## config.mk

```make
export PLATFORM = sky130hd
export DESIGN_NAME = adpll_lock_ctrl
export DESIGN_NICKNAME = d
export VERILOG_FILES = /design/src/rtl/adpll_ctrl_pkg.sv /design/src/rtl/consec_window_cnt.sv /design/src/rtl/adpll_lock_ctrl.sv
export SDC_FILE = /design/constraint.sdc
export NUM_CORES = 1
export LEC_CHECK = 0
export CORE_MARGIN = 4
export CORE_UTILIZATION = 63
export DETAILED_ROUTE_END_ITERATION = 12
export PLACE_DENSITY = 0.9
export SETUP_SLACK_MARGIN = 0.4
export SLEW_MARGIN = 20
export SYNTH_ARGS = -nofsm -noshare
export SYNTH_HDL_FRONTEND = slang
export SYNTH_SLANG_ARGS = --single-unit
```

## constraint.sdc

```tcl
create_clock -name fpga_clk_i -period 4.05 [get_ports fpga_clk_i]
set_clock_uncertainty 0.05 [all_clocks]
set_input_delay 1.0125 -clock fpga_clk_i [delete_from_list [all_inputs] [get_ports fpga_clk_i]]
set_output_delay 1.0125 -clock fpga_clk_i [all_outputs]
set_load 0.01 [all_outputs]
```

## src/rtl/adpll_ctrl_pkg.sv

```systemverilog
// Shared state encoding and default loop-filter constants for the ADPLL lock controller.
package adpll_ctrl_pkg;

  // State codes are visible on state_o, so the encoding is fixed.
  typedef enum logic [2:0] {
    StIdle    = 3'd0,
    StSettle  = 3'd1,
    StAcquire = 3'd2,
    StTrack   = 3'd3,
    StLocked  = 3'd4,
    StFault   = 3'd5
  } adpll_state_e;

  localparam logic [2:0] KpAcqDefault = 3'b100;
  localparam logic [3:0] KiAcqDefault = 4'b0100;
  localparam logic [2:0] KpTrkDefault = 3'b010;
  localparam logic [3:0] KiTrkDefault = 4'b0001;

  localparam int unsigned LockThreshDefault = 4;

endpackage

```

## src/rtl/consec_window_cnt.sv

```systemverilog
// Consecutive in-window / out-of-window sample counters with saturation and clear.
module consec_window_cnt #(
  parameter int unsigned InMax  = 16,
  parameter int unsigned OutMax = 4,
  parameter int unsigned InW    = $clog2(InMax + 1),
  parameter int unsigned OutW   = $clog2(OutMax + 1)
) (
  input  logic            clk_i,
  input  logic            rst_ni,
  input  logic            valid_i,
  input  logic            in_win_i,
  input  logic            clr_i,
  // Counts after the current sample, before any clear; lets the FSM act on the same edge.
  output logic [InW-1:0]  in_nxt_o,
  output logic [OutW-1:0] out_nxt_o
);

  logic [InW-1:0]  in_cnt_q, in_cnt_d;
  logic [OutW-1:0] out_cnt_q, out_cnt_d;

  // Update counts on a valid sample; a clear wins over any update.
  always_comb begin
    in_nxt_o  = in_cnt_q;
    out_nxt_o = out_cnt_q;
    if (valid_i) begin
      if (in_win_i) begin
        out_nxt_o = '0;
        if (in_cnt_q != InW'(InMax)) in_nxt_o = in_cnt_q + 1'b1;
      end else begin
        in_nxt_o = '0;
        if (out_cnt_q != OutW'(OutMax)) out_nxt_o = out_cnt_q + 1'b1;
      end
    end
    in_cnt_d  = clr_i ? '0 : in_nxt_o;
    out_cnt_d = clr_i ? '0 : out_nxt_o;
  end

  // Count registers.
  always_ff @(posedge clk_i or negedge rst_ni) begin
    if (!rst_ni) begin
      in_cnt_q  <= '0;
      out_cnt_q <= '0;
    end else begin
      in_cnt_q  <= in_cnt_d;
      out_cnt_q <= out_cnt_d;
    end
  end

endmodule

```

## src/rtl/adpll_lock_ctrl.sv

```systemverilog
// ADPLL lock controller: sequences settle, acquisition, tracking and lock, selecting loop gains.
module adpll_lock_ctrl
  import adpll_ctrl_pkg::*;
#(
  parameter int unsigned         ERROR_WIDTH   = 8,
  parameter int unsigned         KP_WIDTH      = 3,
  parameter int unsigned         KI_WIDTH      = 4,
  parameter logic [KP_WIDTH-1:0] KP_ACQ        = KpAcqDefault,
  parameter logic [KI_WIDTH-1:0] KI_ACQ        = KiAcqDefault,
  parameter logic [KP_WIDTH-1:0] KP_TRK        = KpTrkDefault,
  parameter logic [KI_WIDTH-1:0] KI_TRK        = KiTrkDefault,
  parameter int unsigned         LOCK_THRESH   = LockThreshDefault,
  parameter int unsigned         ACQ_COUNT     = 8,
  parameter int unsigned         LOCK_COUNT    = 16,
  parameter int unsigned         UNLOCK_COUNT  = 4,
  parameter int unsigned         SETTLE_CYCLES = 256,
  parameter int unsigned         TIMEOUT       = 1024
) (
  input  logic                          fpga_clk_i,
  input  logic                          reset_i,
  input  logic                          start_i,
  input  logic                          error_valid_i,
  input  logic signed [ERROR_WIDTH-1:0] error_i,
  output logic                          enable_o,
  output logic        [KP_WIDTH-1:0]    kp_o,
  output logic        [KI_WIDTH-1:0]    ki_o,
  output logic                          locked_o,
  output logic                          fault_o,
  output logic        [2:0]             state_o
);

  localparam int unsigned InMax = (ACQ_COUNT > LOCK_COUNT) ? ACQ_COUNT : LOCK_COUNT;
  localparam int unsigned InW   = $clog2(InMax + 1);
  localparam int unsigned OutW  = $clog2(UNLOCK_COUNT + 1);
  localparam int unsigned SetW  = $clog2(SETTLE_CYCLES + 1);
  localparam int unsigned SmpW  = $clog2(TIMEOUT + 1);

  adpll_state_e          state_q, state_d;
  logic [SetW-1:0]       settle_q, settle_d;
  logic [SmpW-1:0]       samp_q, samp_d, samp_inc;
  logic                  enable_q, enable_d, locked_q, locked_d, fault_q, fault_d;
  logic [KP_WIDTH-1:0]   kp_q, kp_d;
  logic [KI_WIDTH-1:0]   ki_q, ki_d;
  logic [ERROR_WIDTH:0]  err_ext, err_abs;
  logic                  in_win, sample, clr;
  logic [InW-1:0]        in_nxt;
  logic [OutW-1:0]       out_nxt;

  assign samp_inc = samp_q + 1'b1;

  // Magnitude in one extra bit so the most negative error maps to a positive out-of-window value.
  always_comb begin
    err_ext = {error_i[ERROR_WIDTH-1], error_i};
    err_abs = err_ext[ERROR_WIDTH] ? (~err_ext + 1'b1) : err_ext;
    in_win  = (err_abs <= (ERROR_WIDTH + 1)'(LOCK_THRESH));
    sample  = error_valid_i &&
              (state_q == StAcquire || state_q == StTrack || state_q == StLocked);
  end

  consec_window_cnt #(
    .InMax  (InMax),
    .OutMax (UNLOCK_COUNT)
  ) u_win_cnt (
    .clk_i     (fpga_clk_i),
    .rst_ni    (reset_i),
    .valid_i   (sample),
    .in_win_i  (in_win),
    .clr_i     (clr),
    .in_nxt_o  (in_nxt),
    .out_nxt_o (out_nxt)
  );

  // Next-state logic; start_i low overrides everything, unused codes fall back to idle.
  always_comb begin
    state_d  = state_q;
    settle_d = settle_q;
    samp_d   = samp_q;
    if (!start_i) begin
      state_d = StIdle;
    end else begin
      case (state_q)
        StIdle: state_d = StSettle;
        StSettle: begin
          if (settle_q == SetW'(SETTLE_CYCLES - 1)) state_d = StAcquire;
          else settle_d = settle_q + 1'b1;
        end
        StAcquire: begin
          if (sample) begin
            samp_d = samp_inc;
            // Reaching acquisition count beats a timeout on the same sample.
            if (in_nxt == InW'(ACQ_COUNT)) state_d = StTrack;
            else if (samp_inc == SmpW'(TIMEOUT)) state_d = StFault;
          end
        end
        StTrack: begin
          if (sample) begin
            if (in_nxt == InW'(LOCK_COUNT)) state_d = StLocked;
            else if (out_nxt == OutW'(UNLOCK_COUNT)) state_d = StAcquire;
          end
        end
        StLocked: begin
          if (sample && out_nxt == OutW'(UNLOCK_COUNT)) state_d = StAcquire;
        end
        StFault: state_d = StFault;
        default: state_d = StIdle;
      endcase
    end
    clr = (state_d != state_q);
    if (clr) begin
      settle_d = '0;
      samp_d   = '0;
    end
  end

  // Moore outputs decoded from the next state so they register with the transition.
  always_comb begin
    enable_d = 1'b0;
    kp_d     = KP_ACQ;
    ki_d     = KI_ACQ;
    locked_d = 1'b0;
    fault_d  = 1'b0;
    case (state_d)
      StSettle, StAcquire: enable_d = 1'b1;
      StTrack: begin
        enable_d = 1'b1;
        kp_d     = KP_TRK;
        ki_d     = KI_TRK;
      end
      StLocked: begin
        enable_d = 1'b1;
        kp_d     = KP_TRK;
        ki_d     = KI_TRK;
        locked_d = 1'b1;
      end
      StFault: fault_d = 1'b1;
      default: enable_d = 1'b0;
    endcase
  end

  // State, counters and registered outputs.
  always_ff @(posedge fpga_clk_i or negedge reset_i) begin
    if (!reset_i) begin
      state_q  <= StIdle;
      settle_q <= '0;
      samp_q   <= '0;
      enable_q <= 1'b0;
      kp_q     <= KP_ACQ;
      ki_q     <= KI_ACQ;
      locked_q <= 1'b0;
      fault_q  <= 1'b0;
    end else begin
      state_q  <= state_d;
      settle_q <= settle_d;
      samp_q   <= samp_d;
      enable_q <= enable_d;
      kp_q     <= kp_d;
      ki_q     <= ki_d;
      locked_q <= locked_d;
      fault_q  <= fault_d;
    end
  end

  assign enable_o = enable_q;
  assign kp_o     = kp_q;
  assign ki_o     = ki_q;
  assign locked_o = locked_q;
  assign fault_o  = fault_q;
  assign state_o  = state_q;

endmodule

```

==> qor.csv <==
stage,metric,value,unit
placement,RePlAce Congestion,0.919,
final_layout,"Design Area, Final",0.00337,mm^2
route,Final ANT Viol Nets,0,
yosys,post-synthesis mux area share,3.02,%
yosys,"FFs w/ async S/R, synth",100,%
grt,initial antenna violation count,0,
yosys,Adder-Cell Fraction of Synth Area,3.55,%
worst_setup_path,startpoint types,input port,
timing,crit share post-route,87.3,%
min_path,hold crit path type,register to register,
final_layout,fill count,256,
yosys,Mean Syn Cell Area,9.79,um^2
route,drt total wl,6860,um
run,number of max-cap violations,0,
pwr,total power,736,uW
route,vias per cell,6.51,
timing,Final Critical Period,3540,ps
timing,unrepaired setup endpoints after global routing,false,
final_layout,final cell count without fillers,371,
worst_setup_path,Reg2Reg Depth,8,
worst_setup_path,CP Class,input port to register,
cts,CTS root buf,clkbuf_8,
cts,clock edge transition at the registers on the reported setup and hold paths,70,ps
worst_setup_path,R2R Setup Slk,900,ps
grt,first-pass GRT wire length,10000,um
route,First DRT Iteration DRCs,293,
cts,Skew-Pair Late Insertion Delay,290,ps
yosys,"Seq/Total Area, Yosys",32.0,%
grt,total global routing track utilization,23.2,%
status,status,"complete, no violations",
grt,largest net degree at the start of global routing,37,
cts,CTS tree,yes,
yosys,Post-synth EDFFs,0,
pwr,Leak Pwr,0.00131,uW
route,DRC violations left,0,
worst_setup_path,RR Startpoint,state_o[0],
placement,placed cells,356,
worst_setup_path,data required time of the worst path,4170,ps
yosys,Yosys warnings,0,
final_layout,Final #Nets,338,
cts,CTS Sinks,36,
placement,post-detail-place hpwl,4260,um
pwr,maximum vdd drop,0.186,mV
timing,setup ws final,514,ps
yosys,mapped cell area,0.00282,mm^2
pwr,PD cells,219,mW/mm^2
grt,gr ovfl total,0,
cts,Num CTS Buffers,5,
timing,Slew Limit Fails,0,
timing,fmax,283,MHz
yosys,Yosys reg bits,36,
worst_setup_path,reg-to-reg critical path endpoint,kp_o[1],
yosys,Synth Instances,288,
yosys,xor/xnor share of the synthesized area,5.59,%
min_path,Hold Path Sink,settle_q[0],
placement,port bufs,21,
die,I/O pins,25,
die,Total Die Area,0.00561,mm^2
min_path,Hold Path Stages,2,
route,vias,2414,
yosys,largest family of logic cells by synthesized area,simple AND/OR/NAND/NOR gates,
timing,Worst slew margin,61.0,%
die,row count,24,
yosys,Netlist cell types,73,
placement,"worst slack, placed",-49.8,ps
grt,vias in the first global route,2243,
die,Starting Density,64.7,%
final_layout,Inserted Diodes,0,
route,routed len/inst,18.5,um
placement,Area after DPL,0.00308,mm^2
yosys,Synth Area in Compound Gates,17.1,%
worst_setup_path,arrival time at the worst endpoint,3650,ps
cts,Max clock buf depth,2,
timing,final hold vios,0,
min_path,min-delay src,settle_q[0],
final_layout,Synth-to-Final Area Change,19.5,%
die,core area,0.00435,mm^2
worst_setup_path,crit end category,register,
route,Pre-Repair DR Iteration Count,4,
die,die height,74.9,um
timing,Worst-Margin Slew,585,ps
final_layout,final core occ,77.4,%
yosys,area share of and/or/nand/nor cells after synthesis,31.9,%
timing,count of final setup violators,0,
die,Die W,74.9,um
worst_setup_path,critical path peak fanout,9,
final_layout,share of layout cells above drive strength 1,28.5,%
cts,H-Tree Level Count,2,
yosys,top_reg_cell synth,dfrtp_1,
## sequential cells by signal (all words and copies together) (netlist names)
| name | count |
|---|---|
| samp_q | 11 |
| settle_q | 9 |
| u_win_cnt.in_cnt_q | 5 |
| state_o | 3 |
| u_win_cnt.out_cnt_q | 3 |
| kp_o | 2 |
| enable_o | 1 |
| fault_o | 1 |
| locked_o | 1 |
## Yosys cell counts, types with 3 or more instances
cell | instances | share of area [%]
a21oi_1 | 13 | 2.3
a2bb2oi_1 | 3 | 0.93
and2_1 | 4 | 0.89
and3_1 | 4 | 0.89
buf_2 | 4 | 0.71
buf_4 | 8 | 2.1
dfrtp_1 | 35 | 31
ha_1 | 8 | 3.6
inv_1 | 13 | 1.7
mux2i_1 | 4 | 1.4
nand2_1 | 25 | 3.3
nand2b_1 | 7 | 1.6
nand3_1 | 10 | 1.8
nand4_1 | 7 | 1.6
nor2_1 | 13 | 1.7
nor2b_1 | 4 | 0.89
nor3_1 | 7 | 1.2
nor3_2 | 5 | 1.8
nor4_2 | 21 | 9.3
o21a_1 | 4 | 1.1
o21ai_0 | 6 | 1.1
o31ai_1 | 3 | 0.80
xnor2_1 | 5 | 1.6
xor2_1 | 13 | 4.0
## layer usage
layer / share of wire [%] / GRT usage [%] / up-vias
li1: - / - / 1128
met1: 42 / 29.4 / 1176
met2: 50 / 37.3 / 91
met3: 5.5 / 4.54 / 19
met4: 3.1 / 12.5 / 0
met5: 0 / 0 / -
## through the flow
| step | TNS [ps] | hold slack [ps] |
|---|---|---|
| floorplan | 0 | 512 |
| global placement | 0 | 533 |
| detailed placement | -55.4 | 550 |
| CTS | 0 | 565 |
| global route | 0 | 583 |
| finish | 0 | 554 |
## how the worst max path moves through the flow
stage	slack (ps)	endpoint	depth (start not counted)	start
5_1_grt	410	u_win_cnt.out_cnt_q[1]	10	error_valid_i
6_report	510	kp_o[1]	9	error_valid_i
3_5_place_dp	-50	kp_o[1]	11	error_i[0]
3_3_place_gp	130	kp_o[1]	11	error_i[1]
4_1_cts	380	u_win_cnt.out_cnt_q[1]	12	error_i[0]
2_1_floorplan	780	settle_q[4]	11	error_i[1]
## worst max-delay path, stage by stage
cell and delay (ps):
clkdlybuf4s50_1 500, nand4bb_2 280, and2_4 320, o211ai_2 270
nand4_1 240, a21oi_4 280, o31ai_4 100, a41o_1 340
mux2_1 310
## where the power goes
part / internal (uW) / switching [uW]
clock: 138 / 129
combinational: 40.3 / 59.6
sequential: 363 / 5.21
total: 542 / 194
## kinds of logic (layout without fill, tap and decap cells)
group	after synthesis	after routing
compound gates	59	59
xor+xnor	18	18
fa+ha+maj	8	8
buf+inv	31	60
flops	36	36
mux	7	7
other cells	1	3
simple gates	128	128
## final cells by class
type | instances | area, um^2 | area share, %
clock buffer | 7 | 86.3 | 2.56
clock inverter | 1 | 7.51 | 0.223
inverter | 13 | 48.8 | 1.45
multi-input combinational | 223 | 1870 | 55.5
sequential | 36 | 902 | 26.8
tap | 52 | 65.1 | 1.93
timing repair buffer | 39 | 388 | 11.5
## cell usage in the layout, fill, tap and decap left out, drive strengths merged, types with 8 or more instances in the layout
cell           count
clkdlybuf4s50     19
nor2              13
nand3             10
buf               18
dfrtp             35
a21oi             13
inv               13
o21ai              8
ha                 8
xor2              13
nand2             26
nor4              23
nor3              13
## timing repair
action,in CTS,in global routing
hold buffers,0,0
setup buffers,1,6
gates resized for setup,9,23
setup endpoints to repair,26,35
hold endpoints to repair,0,0
pin swaps,2,9
Power figures use the tool's default switching activity.
